**config.mk**
```make
export PLATFORM = sky130hd
export DESIGN_NAME = muldiv_sequencer
export DESIGN_NICKNAME = d
export VERILOG_FILES = /design/src/rtl/muldiv_sequencer.sv
export SDC_FILE = /design/constraint.sdc
export NUM_CORES = 1
export LEC_CHECK = 0
export BUFFER_PORTS_ARGS = -buffer_cell sky130_fd_sc_hd__clkbuf_2
export CAP_MARGIN = 0
export CORE_MARGIN = 2
export CORE_UTILIZATION = 39
export DETAILED_ROUTE_END_ITERATION = 16
export GPL_TIMING_DRIVEN = 0
export PLACE_DENSITY_LB_ADDON = 0.15
export SLEW_MARGIN = 10
export SYNTH_ARGS = -nofsm -noshare
export SYNTH_HDL_FRONTEND = slang
export SYNTH_SLANG_ARGS = --single-unit
```
**constraint.sdc**
```tcl
create_clock -name clock -period 1.5 [get_ports clock]
set_input_delay 0.3 -clock clock [delete_from_list [all_inputs] [get_ports clock]]
set_output_delay 0.3 -clock clock [all_outputs]
set_load 0.005 [all_outputs]
```
**src/rtl/muldiv_sequencer.sv**
```systemverilog
// muldiv_sequencer
// Sequences one multiply or divide on the shared Mult/Div resource. It pulses
// the chosen unit's start line and waits for that unit's stop strobe, with a
// watchdog on the wait. It then writes HI/LO and reports completion,
// divide-by-zero or timeout.
//
// Ports:
//   clock, reset          sole clock, synchronous active-high reset
//   req, is_div, operand_b request from the main control FSM (sampled in IDLE)
//   StopMult, DivStop     completion strobes from Mult / Div
//   StartMult, StartDiv   one-cycle start pulses
//   DivMultMux            HI/LO source select (0 = Div, 1 = Mult)
//   RegHighW, RegLowW     HI/LO write enables
//   busy                  high outside IDLE; the control FSM stalls on it
//   done, div_zero, timeout  one-cycle completion status pulses
module muldiv_sequencer #(
    parameter int MAX_CYCLES = 40
) (
    input  logic        clock,
    input  logic        reset,
    input  logic        req,
    input  logic        is_div,
    input  logic [31:0] operand_b,
    input  logic        StopMult,
    input  logic        DivStop,
    output logic        StartMult,
    output logic        StartDiv,
    output logic        DivMultMux,
    output logic        RegHighW,
    output logic        RegLowW,
    output logic        busy,
    output logic        done,
    output logic        div_zero,
    output logic        timeout
);

    typedef enum logic [2:0] {
        IDLE  = 3'd0,
        START = 3'd1,
        WAIT  = 3'd2,
        WRITE = 3'd3,
        FIN   = 3'd4,
        EXC   = 3'd5,
        TOUT  = 3'd6
    } state_t;

    localparam logic [7:0] LAST_WAIT = 8'(MAX_CYCLES - 1);

    state_t     state, stateNext;
    logic       opDiv;
    logic [7:0] waitCnt;
    logic       selStop;

    // Only the unit that was started may end the wait.
    assign selStop = opDiv ? DivStop : StopMult;

    always_ff @(posedge clock) begin
        if (reset) begin
            state      <= IDLE;
            opDiv      <= 1'b0;
            DivMultMux <= 1'b0;
            waitCnt    <= 8'd0;
        end else begin
            state <= stateNext;
            case (state)
                IDLE: if (req) begin
                    opDiv      <= is_div;
                    DivMultMux <= ~is_div;
                end
                START: waitCnt <= 8'd0;
                // Counting past the exit cycle is harmless: START clears it.
                WAIT:  waitCnt <= waitCnt + 8'd1;
                default: ;
            endcase
        end
    end

    always_comb begin
        stateNext = state;
        StartMult = 1'b0;
        StartDiv  = 1'b0;
        RegHighW  = 1'b0;
        RegLowW   = 1'b0;
        busy      = 1'b1;
        done      = 1'b0;
        div_zero  = 1'b0;
        timeout   = 1'b0;
        case (state)
            IDLE: begin
                busy = 1'b0;
                if (req)
                    stateNext = (is_div && operand_b == 32'd0) ? EXC : START;
            end
            START: begin
                StartDiv  = opDiv;
                StartMult = ~opDiv;
                stateNext = WAIT;
            end
            WAIT: begin
                // The strobe takes priority over the watchdog in the last cycle.
                if (selStop)                    stateNext = WRITE;
                else if (waitCnt == LAST_WAIT)  stateNext = TOUT;
            end
            WRITE: begin
                RegHighW  = 1'b1;
                RegLowW   = 1'b1;
                stateNext = FIN;
            end
            FIN: begin
                done      = 1'b1;
                stateNext = IDLE;
            end
            EXC: begin
                done      = 1'b1;
                div_zero  = 1'b1;
                stateNext = IDLE;
            end
            TOUT: begin
                done      = 1'b1;
                timeout   = 1'b1;
                stateNext = IDLE;
            end
            default: stateNext = IDLE;
        endcase
    end

endmodule

```
# [Word-level counts from Yosys, hierarchy flattened]
# Index checks and enable logic that the tools add are counted.
[op_classes] add_sub_neg=1 bitwise=2 n_eq_ne=9 n_mux=14 n_reduce_logical=7
[op_table] cell="$logic_not 32->1" n=1
[op_table] cell="$pmux 8 s2" n=1
[op_table] cell="$mux 3" n=4
[op_table] cell="$pmux 3 s4" n=1
[op_table] cell="$eq 3x3->1 const B" n=3
[op_table] cell="$add 8x1->8 const B" n=1
[op_table] cell="$eq 8x6->1 const B" n=1
[op_table] cell="$mux 1" n=8
[op_table] cell="$eq 3x2->1 const B" n=2
[op_table] cell="$reduce_and 2->1" n=2
[op_table] cell="$eq 3x1->1 const B" n=1
[op_table] cell="$logic_not 3->1" n=1
[op_table] cell="$ne 3x3->1 const B" n=1
[op_table] cell="$reduce_or 3->1" n=1
[op_table] cell="$ne 2x2->1 const B" n=1
[op_table] cell="$not 1->1" n=2
[op_table] cell="$reduce_bool 2->1" n=1
[op_table] cell="$logic_and 1x1->1" n=1
[word_totals] regBits=13 inputBits=38 output_inout_bits=9 wordCells=37

# [Longest topological paths before layout]
# Gate-level depths: netlist (run 1).
[depth] ltp_word=5 depth_mapped=6 ltp_nobuf=5

# [Least setup slack after synthesis (run 1)]
# Ideal clock, no wire load.
[synth_path] path_type="register to register" from="reg state[0]" to="reg waitCnt[7]" required_time_ns=1.435 setup_time_ns=0.065 path_stages_with_launch=7 slack_ns=0.005 arrival_ns=1.430 synth_period_minus_slack_ns=1.495 n_path_buf=2 path_cell_list="dfxtp_1 -> buf_6 -> or2_1 -> buf_6 -> nor4_1 -> mux2_1 -> nor2_1"
[synth_via] elab_chain_cells=2 elab_cells_between_ends=4 cone_classes="eq/ne (2); mux (1); reduce/logical (1)"
[synth_lines] element="from (decl)" line="49" text="state_t state, stateNext;"
[synth_lines] element="from (signal assigned)" line="64" text="state <= stateNext;"
[synth_lines] element="$eq 3x2->1 or $eq 3x1->1 (tied branches)" line="65" text="case (state)"
[synth_lines] element="$pmux 8 s2 or $reduce_bool 2->1 (tied branches)"
[synth_lines] element="to (signal assigned)" line="72" text="WAIT: waitCnt <= waitCnt + 8'd1;"
[synth_lines] element="to (decl)" line="51" text="logic [7:0] waitCnt;"
# Several ways; a longest one is shown, not always the timed one.
# A chain may end at the register's enable or synchronous reset.

# [Worst setup path after layout (run 1)]
[layout_path] from="reg state[0]" to="out StartMult"
[layout_via] elab_chain_cells=2
[layout_lines] element="$eq 3x1->1" line="88" text="case (state)"
[layout_lines] element="$mux 1" line="88"
[layout_lines] element="to (decl)" line="26" text="output logic StartMult,"
# Every way passes these cells.

==> flow_summary.json, run 1 <==
{
  "clkPwrFrac": 0.176,
  "setup_viol": 3,
  "critPathTopFamily": "simple AND/OR/NAND/NOR gates",
  "yosysWarnings": 0,
  "ys_seq_area_frac": 0.310,
  "dp_cells": 184,
  "die_x_um": 50.4,
  "cts_sinks": 13,
  "drt_iter0_drc": 22,
  "crit_path_end_kind": "primary output",
  "start_util": 0.420,
  "path_buf_inv": 1,
  "std_cell_rows": 16,
  "fin_crit_sh": 1.07,
  "fin_skew_ns": 0.00597,
  "max_freq_ghz": 0.626,
  "tns_ns": -0.276,
  "core-area_sq_um": 2000,
  "cp_max_fo": 5,
  "overflow": 0,
  "startpoint_type": "flip-flop",
  "clock_latency_ns": 0.28,
  "clockRootBuffer": "clkbuf_4",
  "antenna_found_initial": 0,
  "crit_required_ns": 1.20,
  "io_pins": 47,
  "synth-async-reset-ratio": 0,
  "crit_path_top_delay_cell": "or3b_4",
  "worst_slack_ns": -0.0986,
  "grt_max_degree": 11,
  "power.density_nw_per_um2": 967,
  "status": "finished, violations left",
  "path_cells": "or3b_4 > nor2_2 > clkbuf_2",
  "wl_um": 2780,
  "syn_area_per_cell_sq_um": 7.57,
  "grt_pass1_wl_um": 4420,
  "netSwitchingFraction": 0.343,
  "synth_cells": 111,
  "p_sw_mw": 0.437,
  "slowest_delay_ns": 0.41,
  "period_needed_ns": 1.60,
  "drtPass1Iterations": 4,
  "rsz0062_at_grt": "true",
  "fin_total_pwr_mw": 1.27,
  "stdcell_count": 199,
  "power.internal_mw": 0.838,
  "ir_drop_uv": 599,
  "synth_edf_count": 0,
  "fin_nets": 212,
  "place_congestion": 0.814,
  "slew_viol_final": 0,
  "syn_nets": 150,
  "ant_nets": 0,
  "hold_violations": 0,
  "hold_buffers": 0,
  "synthFlopType": "dfxtp_1",
  "port-buffer-count": 46,
  "netlist-cell-type-count": 36,
  "violations": "setup timing",
  "slew_headroom": 0.669,
  "vias": 1071,
  "htree_levels": 1,
  "numCtsBuffers": 3,
  "die_h_um": 50.4,
  "clk_path_buf_depth": 2,
  "clkSlewWorstSetupHoldPaths_ns": 0.09,
  "synthTopCellsByArea": "dfxtp_1 31%, a21oi_1 7.1%, nand2_1 5.8%",
  "syn-cell-area_sq_um": 841,
  "worst_pin_slew_ns": 0.496,
  "vias_per_cell": 5.38,
  "wire_per_inst_um": 13.9,
  "critPathKind": "flip-flop to primary output",
  "cap_violations": 0,
  "cp.arrival_ns": 1.30,
  "combPwrFrac": 0.484,
  "fp.dieArea_sq_um": 2540,
  "hold_class": "primary input to flip-flop",
  "synth_top_area_frac": 0.310,
  "antenna_cells": 0,
  "p_leak_nw": 0.575,
  "p_seq_frac": 0.340,
  "drc": 0,
  "grt_pass1_vias": 1034,
  "cts_tree": "yes",
  "grt_use_total": 0.224,
  "syn_to_final_growth_pct": 56.8,
  "ys_seq_elements": 13,
  "drive_gt1_frac": 0.488,
  "dp_hpwl_um": 1840,
  "holdWs_ns": 0.205,
  "synth_top_area_cell": "dfxtp_1"
}
layout by cell type, fill, tap and decap left out, drive strengths merged:
cell    count
a211oi      1
o21bai      1
o21ai       4
nor4b       1
a41oi       2
nand3       6
o31ai       2
and2        1
mux2        1
or4         3
nor3        4
mux2i       1
a31oi       1
nor4        7
buf        17
and3b       3
dfxtp      13
nor2        8
ha          1
nand2      13
or3b        2
inv         2
clkbuf     52
nand4       2
o311ai      2
xnor2       1
or2         2
nand3b      1
a21oi      12
nand2b      4
or3         2
worst paths after layout:
kind | startpoint | to | slack, ns | cells after the start
setup / recovery | state[0] | StartMult | -0.1 | 3
hold reg to reg | DivMultMux | DivMultMux | 0.49 | 2
setup reg to reg | state[2] | waitCnt[7] | 0.01 | 5
hold / removal | reset | state[1] | 0.21 | 2
routing by layer:
layer | GRT usage | vias to the layer above | part of all wire
met4 | 0.0991 | 0 | 0.0097
met2 | 0.406 | 19 | 0.54
li1 | - | 537 | -
met5 | 0 | - | 0
met1 | 0.262 | 511 | 0.43
met3 | 0.0238 | 4 | 0.025
what timing repair did:
action                     CTS  global route
pin swaps                    2             4
cloned                       0             1
setup endpoints to repair   10            15
gates resized for setup     17            15
buffers inserted             6             5
synthesized netlist by cell type (3+ instances only):
cell type / instances
clkbuf_1: 4
o21ai_0: 4
nor2_1: 8
and3b_1: 3
dfxtp_1: 13
or4_1: 3
nand2_1: 13
nand3_1: 6
nor4_1: 7
nor3_1: 3
a21oi_1: 12
nand2b_1: 4
through the flow:
step / setup slack, ns / instance area [sq um] / utilization
after detailed placement: -0.158 / 1100 / 0.552
after global routing: -0.177 / 1320 / 0.659
after CTS: -0.131 / 1240 / 0.619
after global placement: -0.122 / 1100 / 0.552
final: -0.0986 / 1320 / 0.659
after floorplan: 0.00518 / 841 / -
registers in the layout, summed over array words and instances (netlist names):
name,flops
DivMultMux,1
opDiv,1
state,3
waitCnt,8
logic make-up after synthesis:
kind of cell,synth area share
and+or+nand+nor,0.391
adders and majority gates,0.0149
xor gates and xnor gates,0.0104
AOI/OAI and AO/OA,0.180
DFF,0.310
buffers and inverters,0.0684
muxes,0.0253
power by group through the flow:
stage          Clock [mW]  Sequential [mW]  Combinational [mW]
2_1_floorplan           0            0.407               0.269
3_3_place_gp            0            0.411               0.397
3_5_place_dp            0            0.413               0.405
4_1_cts             0.234            0.410               0.532
5_1_grt             0.253            0.440               0.670
6_report            0.225            0.433               0.617
final cells by class:
class / instances / area (sq um)
fill: 190 / 683
multi-input combinational: 88 / 583
timing repair buffer: 58 / 330
sequential: 13 / 274
buffer: 7 / 63.8
tap: 27 / 33.8
clock buffer: 4 / 26.3
inverter: 2 / 7.51
worst register-to-register path, delay by kind of cell, from the launching register on:
family	cells	cell delay [ns]
and+or+nand+nor	3	0.60
DFF	1	0.37
muxes	1	0.33
buffers and inverters	1	0.14
(Power assumes the default switching activity.)
==> run 2, diff against run 1 <==
Settings changed: CELL_PAD_IN_SITES_DETAIL_PLACEMENT set to 0, CELL_PAD_IN_SITES_GLOBAL_PLACEMENT set to 2, CORE_UTILIZATION 39 to 20.
==> run 2 against run 1 <==
The run still ends with setup timing left. Worst setup slack improved by 0.069 ns. Register-to-register slack improved by 0.06 ns. Hold slack improved by 0.032 ns.
==> flow_summary.json, run 2 (synthesis gave the netlist of run 1 again) <==
{
  "top_regs": "waitCnt: 8 flops, state: 3 flops",
  "power.density_nw_per_um2": 972,
  "io_pins": 47,
  "clk_path_buf_depth": 2,
  "cts_sinks": 13,
  "reg2reg_to": "state[2]",
  "wire_per_inst_um": 11.5,
  "largest_register_ffs": 8,
  "startpoint_type": "flip-flop",
  "cp_max_fo": 4,
  "reg2reg_from": "state[1]",
  "grt_max_degree": 11,
  "worst_pin_slew_ns": 0.503,
  "critPathKind": "flip-flop to primary output",
  "tns_ns": -0.0488,
  "syn_to_final_growth_pct": 54.9,
  "ff2ff_setup_slack_ns": 0.07,
  "cp-endpoint": "RegLowW",
  "crit_path_end_kind": "primary output",
  "crit_required_ns": 1.20,
  "setup_viol": 3,
  "die_h_um": 68.8,
  "cp.arrival_ns": 1.23,
  "htree_levels": 1,
  "clkSlewWorstSetupHoldPaths_ns": 0.06,
  "final_cell_mix": "44 x clkbuf_2, 12 x nand2_1, 12 x a21oi_1, 9 x dfxtp_1, 9 x buf_4",
  "stdcell_count": 217,
  "violations": "setup timing",
  "hold_class": "primary input to flip-flop",
  "antenna_cells": 0,
  "vias_per_cell": 4.71,
  "die_x_um": 68.8,
  "dp_cells": 207,
  "cap_violations": 0,
  "crit_start": "state[1]",
  "grt_pass1_wl_um": 4020,
  "hold_buffers": 0,
  "antenna_found_initial": 0,
  "drc": 0,
  "port-buffer-count": 46,
  "ir_drop_uv": 266,
  "max_freq_ghz": 0.654,
  "clock_latency_ns": 0.24,
  "overflow": 0,
  "core-area_sq_um": 4030,
  "fin_skew_ns": 0.000521,
  "vias": 1021,
  "dp_hpwl_um": 1910,
  "final_common_cell": "clkbuf_2",
  "hold_violations": 0,
  "grt_use_total": 0.113,
  "slew_viol_final": 0,
  "rsz0062_at_grt": "true",
  "drtPass1Iterations": 4,
  "fp.dieArea_sq_um": 4740,
  "fin_nets": 207,
  "fin_crit_sh": 1.02,
  "top_register": "waitCnt",
  "r2r_cells": 7,
  "period_needed_ns": 1.53,
  "wl_um": 2490,
  "start_util": 0.209,
  "place_area_sq_um": 1130,
  "p_leak_nw": 0.560,
  "place_congestion": 0.763,
  "cts_tree": "yes",
  "drive_gt1_frac": 0.449,
  "design_area_sq_um": 1300,
  "numCtsBuffers": 3,
  "std_cell_rows": 23,
  "slew_headroom": 0.665,
  "grt_pass1_vias": 983,
  "drt_iter0_drc": 51,
  "ant_nets": 0,
  "clockRootBuffer": "clkbuf_8",
  "status": "finished, violations left",
  "worst_slack_ns": -0.0298
}
==> run 2: cell count changes in the layout (fill, tap and decap cells not counted), sizes merged <==
cell	previous run	this run
buf	17	13
clkbuf	52	51
==> run 2: critical path, cell delays in order (launching register included) <==
cell       delay, ns
dfxtp_2         0.33
buf_6           0.13
clkbuf_16       0.13
and3b_1         0.18
buf_4           0.12
clkbuf_2        0.10
==> run 2: layer usage <==
metal | track usage | part of all wire | vias to the layer above
met3 | 0.0244 | 0.063 | 2
met2 | 0.214 | 0.53 | 42
li1 | - | - | 522
met5 | 0 | 0 | -
met1 | 0.122 | 0.40 | 455
met4 | 0.0441 | 0.010 | 0
==> run 2: layout make-up <==
class                      count  area [sq um]
buffer                         7          80.1
clock buffer                   4          45.0
inverter                       2          7.51
sequential                    13           270
timing repair buffer          53           283
tap                           50          62.6
multi-input combinational     88           554
fill                         448          2730
==> run 2: power breakdown <==
group | switching, mW | internal (mW)
clock network | 0.125 | 0.188
registers | 0.0407 | 0.383
logic | 0.238 | 0.292
==> run 2: metrics by stage <==
step / total power [mW] / util / worst slack [ns] / hold slack, ns
floorplan: 0.676 / - / 0.00518 / 0.377
global placement: 0.830 / 0.281 / -0.186 / 0.443
detailed placement: 0.827 / 0.281 / -0.194 / 0.449
CTS: 1.28 / 0.320 / -0.0714 / 0.232
global route: 1.36 / 0.323 / -0.0806 / 0.242
finish: 1.27 / 0.323 / -0.0298 / 0.237
==> run 2: repair_timing <==
item | CTS | global route
hold endpoints to repair | 0 | 0
endpoints found under the setup margin | 8 | 11
gates resized for setup | 18 | 10
setup buffers | 6 | 1
pin swaps | 1 | 5
==> run 2: worst min-delay path by stage <==
stage                 endpoint  cells past startpoint  slack, ns        from
detailed placement  DivMultMux                      2       0.45  DivMultMux
CTS                   state[1]                      2       0.23       reset
global placement    DivMultMux                      2       0.44  DivMultMux
finish                state[1]                      2       0.24       reset
floorplan             state[1]                      1       0.38       reset
global route          state[1]                      2       0.24       reset
